[src/rtl/host_bridge_32_16_pkg.sv]
// host_bridge_32_16_pkg: shared FSM state type and bus widths for the 32-to-16 bridge
package host_bridge_32_16_pkg;
  localparam int HADDR_W = 30;
  localparam int BADDR_W = 31;
  localparam int HDATA_W = 32;
  localparam int BDATA_W = 16;
  localparam int HBE_W = 4;
  localparam int BBE_W = 2;
  typedef enum logic [1:0] {IDLE, LO, HI, DONE} state_e;
endpackage

[src/rtl/host_bridge_32_16_if.sv]
// host_bridge_32_16_if: host-side and memory-side signals of the bridge
interface host_bridge_32_16_if;
  import host_bridge_32_16_pkg::*;
  logic               h_cs;
  logic [HADDR_W-1:0] h_addr;
  logic [HDATA_W-1:0] h_wdata;
  logic               h_wr_en;
  logic [HBE_W-1:0]   h_bytesel;
  logic [HDATA_W-1:0] h_rdata;
  logic               h_compl;
  logic               b_access;
  logic [BADDR_W-1:0] b_addr;
  logic [BDATA_W-1:0] b_wdata;
  logic               b_wr_en;
  logic [BBE_W-1:0]   b_bytesel;
  logic [BDATA_W-1:0] b_rdata;
  logic               b_compl;
  modport slave (
    input  h_cs, h_addr, h_wdata, h_wr_en, h_bytesel, b_rdata, b_compl,
    output h_rdata, h_compl, b_access, b_addr, b_wdata, b_wr_en, b_bytesel
  );
  modport master (
    output h_cs, h_addr, h_wdata, h_wr_en, h_bytesel, b_rdata, b_compl,
    input  h_rdata, h_compl, b_access, b_addr, b_wdata, b_wr_en, b_bytesel
  );
endinterface

[src/rtl/host_bridge_32_16.sv]
// host_bridge_32_16: splits each 32-bit host access into two 16-bit memory transactions, low half first
module host_bridge_32_16
  import host_bridge_32_16_pkg::*;
(
  input  logic clk,
  input  logic rst_n,
  host_bridge_32_16_if.slave bus
);
  state_e               state_q, state_d;
  logic [HADDR_W-1:0]   addr_q, addr_d;
  logic [BDATA_W-1:0]   whi_q, whi_d;
  logic [BBE_W-1:0]     bhi_q, bhi_d;
  logic                 wr_q, wr_d;
  logic [HDATA_W-1:0]   rdata_q, rdata_d;
  logic [BADDR_W-1:0]   b_addr_q, b_addr_d;
  logic [BDATA_W-1:0]   b_wdata_q, b_wdata_d;
  logic                 b_wr_q, b_wr_d;
  logic [BBE_W-1:0]     b_bs_q, b_bs_d;
  logic                 b_access_q, b_access_d;
  logic                 h_compl_q, h_compl_d;
  always_ff @(posedge clk or negedge rst_n) begin
    if (!rst_n) begin
      state_q    <= IDLE;
      addr_q     <= '0;
      whi_q      <= '0;
      bhi_q      <= '0;
      wr_q       <= 1'b0;
      rdata_q    <= '0;
      b_addr_q   <= '0;
      b_wdata_q  <= '0;
      b_wr_q     <= 1'b0;
      b_bs_q     <= '0;
      b_access_q <= 1'b0;
      h_compl_q  <= 1'b0;
    end else begin
      state_q    <= state_d;
      addr_q     <= addr_d;
      whi_q      <= whi_d;
      bhi_q      <= bhi_d;
      wr_q       <= wr_d;
      rdata_q    <= rdata_d;
      b_addr_q   <= b_addr_d;
      b_wdata_q  <= b_wdata_d;
      b_wr_q     <= b_wr_d;
      b_bs_q     <= b_bs_d;
      b_access_q <= b_access_d;
      h_compl_q  <= h_compl_d;
    end
  end
  // Only the upper halves are kept; the low half is issued straight from the host inputs.
  always_comb begin
    state_d    = state_q;
    addr_d     = addr_q;
    whi_d      = whi_q;
    bhi_d      = bhi_q;
    wr_d       = wr_q;
    rdata_d    = rdata_q;
    b_addr_d   = b_addr_q;
    b_wdata_d  = b_wdata_q;
    b_wr_d     = b_wr_q;
    b_bs_d     = b_bs_q;
    b_access_d = 1'b0;
    h_compl_d  = 1'b0;
    case (state_q)
      IDLE: if (bus.h_cs) begin
        addr_d     = bus.h_addr;
        whi_d      = bus.h_wdata[31:16];
        bhi_d      = bus.h_bytesel[3:2];
        wr_d       = bus.h_wr_en;
        b_addr_d   = {bus.h_addr, 1'b0};
        b_wdata_d  = bus.h_wdata[15:0];
        b_bs_d     = bus.h_bytesel[1:0];
        b_wr_d     = bus.h_wr_en;
        b_access_d = 1'b1;
        state_d    = LO;
      end
      LO: if (bus.b_compl) begin
        rdata_d[15:0] = wr_q ? rdata_q[15:0] : bus.b_rdata;
        b_addr_d      = {addr_q, 1'b1};
        b_wdata_d     = whi_q;
        b_bs_d        = bhi_q;
        b_access_d    = 1'b1;
        state_d       = HI;
      end
      HI: if (bus.b_compl) begin
        rdata_d[31:16] = wr_q ? rdata_q[31:16] : bus.b_rdata;
        h_compl_d      = 1'b1;
        state_d        = DONE;
      end
      default: state_d = IDLE;
    endcase
  end
  assign bus.h_rdata   = rdata_q;
  assign bus.h_compl   = h_compl_q;
  assign bus.b_access  = b_access_q;
  assign bus.b_addr    = b_addr_q;
  assign bus.b_wdata   = b_wdata_q;
  assign bus.b_wr_en   = b_wr_q;
  assign bus.b_bytesel = b_bs_q;
endmodule

[src/flat_wrapper.sv]
// flat-port wrapper written by rule: the top's interface ports become plain ports
module host_bridge_32_16_flat import host_bridge_32_16_pkg::*;
  (clk, rst_n, bus_h_cs, bus_h_addr, bus_h_wdata, bus_h_wr_en, bus_h_bytesel, bus_b_rdata, bus_b_compl, bus_h_rdata, bus_h_compl, bus_b_access, bus_b_addr, bus_b_wdata, bus_b_wr_en, bus_b_bytesel);
  host_bridge_32_16_if bus_i ();
  input  logic clk;
  input  logic rst_n;
  input wire logic [$bits(bus_i.h_cs)-1:0] bus_h_cs;
  input wire logic [$bits(bus_i.h_addr)-1:0] bus_h_addr;
  input wire logic [$bits(bus_i.h_wdata)-1:0] bus_h_wdata;
  input wire logic [$bits(bus_i.h_wr_en)-1:0] bus_h_wr_en;
  input wire logic [$bits(bus_i.h_bytesel)-1:0] bus_h_bytesel;
  input wire logic [$bits(bus_i.b_rdata)-1:0] bus_b_rdata;
  input wire logic [$bits(bus_i.b_compl)-1:0] bus_b_compl;
  output wire logic [$bits(bus_i.h_rdata)-1:0] bus_h_rdata;
  output wire logic [$bits(bus_i.h_compl)-1:0] bus_h_compl;
  output wire logic [$bits(bus_i.b_access)-1:0] bus_b_access;
  output wire logic [$bits(bus_i.b_addr)-1:0] bus_b_addr;
  output wire logic [$bits(bus_i.b_wdata)-1:0] bus_b_wdata;
  output wire logic [$bits(bus_i.b_wr_en)-1:0] bus_b_wr_en;
  output wire logic [$bits(bus_i.b_bytesel)-1:0] bus_b_bytesel;
  assign bus_i.h_cs = bus_h_cs;
  assign bus_i.h_addr = bus_h_addr;
  assign bus_i.h_wdata = bus_h_wdata;
  assign bus_i.h_wr_en = bus_h_wr_en;
  assign bus_i.h_bytesel = bus_h_bytesel;
  assign bus_i.b_rdata = bus_b_rdata;
  assign bus_i.b_compl = bus_b_compl;
  assign bus_h_rdata = bus_i.h_rdata;
  assign bus_h_compl = bus_i.h_compl;
  assign bus_b_access = bus_i.b_access;
  assign bus_b_addr = bus_i.b_addr;
  assign bus_b_wdata = bus_i.b_wdata;
  assign bus_b_wr_en = bus_i.b_wr_en;
  assign bus_b_bytesel = bus_i.b_bytesel;
  host_bridge_32_16 u_core (.clk(clk), .rst_n(rst_n), .bus(bus_i));
endmodule
[config.mk]
export PLATFORM = sky130hd
export DESIGN_NAME = host_bridge_32_16_flat
export DESIGN_NICKNAME = d
export VERILOG_FILES = /design/src/rtl/host_bridge_32_16_pkg.sv /design/src/rtl/host_bridge_32_16_if.sv /design/src/rtl/host_bridge_32_16.sv /design/src/flat_wrapper.sv
export SDC_FILE = /design/constraint.sdc
export NUM_CORES = 1
export LEC_CHECK = 0
export BUFFER_PORTS_ARGS = -buffer_cell sky130_fd_sc_hd__clkbuf_2
export CAP_MARGIN = 20
export CORE_MARGIN = 5
export CORE_UTILIZATION = 51
export DETAILED_ROUTE_END_ITERATION = 10
export GPL_ROUTABILITY_DRIVEN = 0
export PLACE_DENSITY = 0.79
export SYNTH_ARGS = -nofsm -noshare
export SYNTH_HDL_FRONTEND = slang
export SYNTH_SLANG_ARGS = --single-unit
export TNS_END_PERCENT = 1
[constraint.sdc]
create_clock -name clk -period 2.03 [get_ports clk]
set_input_delay 0.3045 -clock clk [delete_from_list [all_inputs] [get_ports clk]]
set_output_delay 0.3045 -clock clk [all_outputs]
set_load 0.05 [all_outputs]
; After elaboration in Yosys (flattened, before gate mapping)
; Index checks and enable logic that the tools add are counted.
[totals]
word_cells = 42
ff_bits = 134
out_inout_bits = 84
in_bits = 87
[classes]
n_eq_ne = 5
n_reduce_logical = 7
n_bitwise = 1
muxes = 17
[op_table]
columns = operator, n
row1 = $mux 31, 2
row2 = $pmux 31 s2, 1
row3 = $mux 16, 2
row4 = $pmux 16 s2, 1
row5 = $reduce_and 3->1, 4
row6 = $mux 2, 5
row7 = $ne 2x2->1 const B, 3
row8 = $pmux 2 s3, 1
row9 = $pmux 2 s2, 1
row10 = $mux 1, 3
row11 = $eq 2x1->1 const B, 1
row12 = $eq 2x2->1 const B, 1
row13 = $logic_not 2->1, 1
row14 = $pmux 1 s2, 1
row15 = $reduce_and 2->1, 1
row16 = $reduce_bool 2->1, 1
row17 = $not 1->1, 1

; Depth between registers and ports, before layout
[depth]
ltp_word = 3
ltp_mapped = 7
depth_no_buf = 5

; Worst setup path before layout
; OpenSTA, ideal clock, no wires.
[synth_timing]
kind = reg2reg
startpoint = register u_core.state_q[1]
endpoint = register u_core.b_wdata_q[5] (netlist: u_core.bus.b_wdata[5])
t_required_ns = 1.903
period_less_slack_ns = 1.726
path_stages_with_launch = 7
slack_ns = 0.304
arrival_time_ns = 1.599
path_cell_list = dfrtp_1 inv_1 ha_1 buf_2 buf_2 mux2_2 mux2_1
[synth_between]
elab_chain_cells = 3
word_cells_on_any_way = 7
cone_classes = eq/ne: 3 / mux: 1 / reduce/logical: 3
[synth_lines]
columns = element, line_no
row1 = "start, declared", host_bridge_32_16.sv:9  ; state_e state_q, state_d;
row2 = "start signal, assigned", host_bridge_32_16.sv:36  ; state_q <= state_d;
row3 = $eq 2x1->1 or $logic_not 2->1 (tied branches), host_bridge_32_16.sv:64  ; case (state_q)
row4 = $ne 2x2->1 (no line) or $reduce_bool 2->1 (tied branches), --
row5 = $reduce_and 3->1 (no line), --
row6 = "end signal, assigned", host_bridge_32_16.sv:43  ; b_wdata_q <= b_wdata_d;
row7 = "end, declared", host_bridge_32_16.sv:16  ; logic [BDATA_W-1:0] b_wdata_q, b_wdata_d;
; Several ways; a longest one is shown, not always the timed one.
; A chain may end at the register's enable or synchronous reset.

; Worst setup path in the final report
[layout_timing]
startpoint = register u_core.state_q[1]
endpoint = register u_core.b_addr_q[12] (netlist: u_core.bus.b_addr[12])
[layout_between]
elab_chain_cells = 3
word_cells_on_any_way = 7
cone_classes = eq/ne: 3 / mux: 1 / reduce/logical: 3
[layout_lines]
columns = element, line_no
row1 = $eq 2x1->1 or $logic_not 2->1 (tied branches), host_bridge_32_16.sv:64
row2 = $ne 2x2->1 (no line) or $reduce_bool 2->1 (tied branches), --
row3 = $reduce_and 3->1 (no line), --
row4 = "end signal, assigned", host_bridge_32_16.sv:42  ; b_addr_q <= b_addr_d;
row5 = "end, declared", host_bridge_32_16.sv:15  ; logic [BADDR_W-1:0] b_addr_q, b_addr_d;
; Several ways; a longest one is shown, not always the timed one.

==> impl_results.md <==
- Synth Area in XOR/XNOR: 0%
- Adder-Cell Fraction of Synth Area: 1.55%
- Final slew viol count: 0
- RSZ-0062 raised after global routing: no
- Post-synthesis compound-gate area fraction: 0.597%
- Post-synth EDFFs: 0
- Initial core utilization: a little over half
- Outcome: complete, no violations
- CP endpoint kind: flop
- Vias: ~3,600
- Slowest stage delay, CP: between 400 and 500 ps
- Max Buffers Root-to-Sink: 2
- I/O Buffers: 170
- # DRC: 0
- WHS Path Cells: 2
- Synth Flop Type: dfrtp_1
- Syn Area/Cell: 15.9 sq um
- Drt via density: 5.17
- Num CTS Buffers: 17
- Max cap viols: 0
- Largest net degree at the start of global routing: 46
- Relative slew slack: ~66%
- Multiplexer share of the synthesized area: a little over a third
- ANT cells: 0
- Routed len/inst: 17.6 um
- Synth Area in Simple Gates: 0.597%
- Crit path time final: 1870 ps
- Synthesized net count: 449
- Area delta synth->final: 31.1%
- Clock Root Buffer: clkbuf_8
- Clock skew: ~6.8 ps
- Main combinational cell family by area after synthesis: multiplexers
- Pre-antenna DRT Iters: 4
- CP required: around 2400 ps
- Slowest CP cell: dfrtp_1
- Top delay family on crit path: multiplexers
- Distinct cells, synth: 19
- Top-level port count: 171
- Core Area: roughly 11,000 sq um
- Synth Warn #: 0
- Worst setup path class: flop to flop
- CP bufs+invs: 2
- Worst Hold Class: input pin to flop
- Critical path peak fanout: 39
- CTS resizes: 0
- Final nets: 630
- CTS clk-pin slew, worst paths: roughly 60 ps
- Register area share after synthesis: 59.3%
- Worst setup SP type: flop
- Die X-Extent: approximately 120 um
- Crit path cell chain: inv_1, ha_1, mux2i_1, a21oi_4, buf_12, mux2_2
- # clock sinks: 134
- DRT antenna net count: 0
- Mapped Cells: 355
- Crit share post-route: ~92%
- Slew @ Worst Pin: roughly 500 ps
- H-tree Lvls: 4
- Grt total ovfl: 0
- Worst Setup SP: u_core.state_q[1]
- Number of setup buffers added after CTS: 0
- Vias in the first global route: between 3,000 and 4,000
- All-Layer GR Usage: 19.1%
- Setup violators final: 0
- Layout cells sized above 1: between 60% and 70%
- Asr flop ratio synth: 100%
- Initial antenna violation count: 0
- Global-route met1 utilization: a little under a quarter
- GR Util met2: between 30% and 40%
- Hold Crit Start: bus_h_wdata[29]
- Met3 track demand over resource: ~6.4%
- Die Area: roughly 13,000 sq um
- R2R cell count: 6
- Global-route wire length before repair: around 20,000 um
- DRT Wirelength: 12,100 um
- Rows: 38
- Post-synthesis cell area: between 5000 and 6000 sq um
- Final Hold Fails: 0
- Top Usage Layer GRT: met2
- CTS Hold Bufs: 1
- WP data arrival: around 2300 ps
- FMAX: around 530 MHz
- Crit path depth: 6
- Reg-to-reg startpoint: u_core.state_q[1]
- Synth Register Bits: ~130
- Initial detailed-routing violation count: approximately 130
- HPWL after DPL: between 8000 and 9000 um
- CTS tree: yes
- Setup TNS: 0 ps
- Most frequent cells in the layout: mux2_2 (169), clkbuf_2 (169), dfrtp_1 (134), clkbuf_16 (16), mux2_1 (10)
- Worst-Skew Late Latency: 500 ps
- DIE HEIGHT: between 100 and 150 um
==> Yosys cell counts (2+ instances only) <==
cell	instances	area share [%]
buf_2	16	1.4
dfrtp_1	134	59
ha_1	7	1.5
inv_1	4	0.27
mux2_1	10	2.0
mux2_2	169	34
mux2i_1	2	0.35
nand2_2	2	0.22
==> sequential cells by signal, summed over array words and instances (netlist names), 2 cells and up <==
register	cells
u_core.addr_q	30
u_core.bhi_q	2
u_core.bus.b_addr	31
u_core.bus.b_bytesel	2
u_core.bus.b_wdata	16
u_core.bus.h_rdata	32
u_core.state_q	2
u_core.whi_q	16
==> cells by family after synthesis <==
logic type / count (synthesis)
AO/OA/AOI/OAI: 5
adder cells (fa/ha/maj): 7
buffers and inverters: 22
flip-flops: 134
multiplexers: 181
AND/OR/NAND/NOR: 6
==> path summary, 6_finish.rpt <==
path                       slack, ps                      to
setup / recovery                 160   u_core.bus.b_addr[12]
hold / removal                    30        u_core.whi_q[13]
setup reg to reg                 160   u_core.bus.b_addr[12]
hold reg to reg                  500         u_core.whi_q[5]
max in group asynchronous       1020   u_core.bus.h_rdata[5]
min in group asynchronous        320  u_core.bus.b_wdata[13]
==> per-layer routing <==
| layer | routed length [um] | vias up |
|---|---|---|
| met2 | 6150 | 124 |
| li1 | - | 1625 |
| met4 | 116 | 0 |
| met5 | 0 | - |
| met1 | 4920 | 1795 |
| met3 | 926 | 13 |
==> metrics by stage <==
| stage | cell area [sq um] | setup WS (ps) | std cells | hold WS [ps] | utilization, % |
|---|---|---|---|---|---|
| final | 7420 | 155 | 688 | 30.8 | 68.4 |
| after global routing | 7420 | 36.3 | 688 | 10.3 | 68.4 |
| after CTS | 7420 | 142 | 688 | 9.15 | 68.4 |
| after detailed placement | 6760 | 152 | 656 | 309 | 62.3 |
| after global placement | 6760 | 237 | 656 | 309 | 62.3 |
| after floorplan | 5660 | 304 | 355 | 8.91 | - |
==> final cells by class <==
type | instances | area (sq um)
well taps | 140 | 175
clock inverters | 8 | 195
repair buffers | 180 | 1020
inverters | 4 | 15.0
clock buffers | 23 | 457
flip-flops and latches | 134 | 3350
multi-input cells | 199 | 2200
fillers | 779 | 3420
==> worst register-to-register path: cells and delay by family (launching register included) <==
| kind | cells | cell delay (ps) |
|---|---|---|
| multiplexers | 2 | 520 |
| flip-flops | 1 | 420 |
| AO/OA/AOI/OAI | 1 | 170 |
| buffers and inverters | 2 | 400 |
| adder cells (fa/ha/maj) | 1 | 250 |
Power is left out: the tool's default activity adds up to more than one toggle a clock period on the data nets, which glitch-free logic cannot reach.
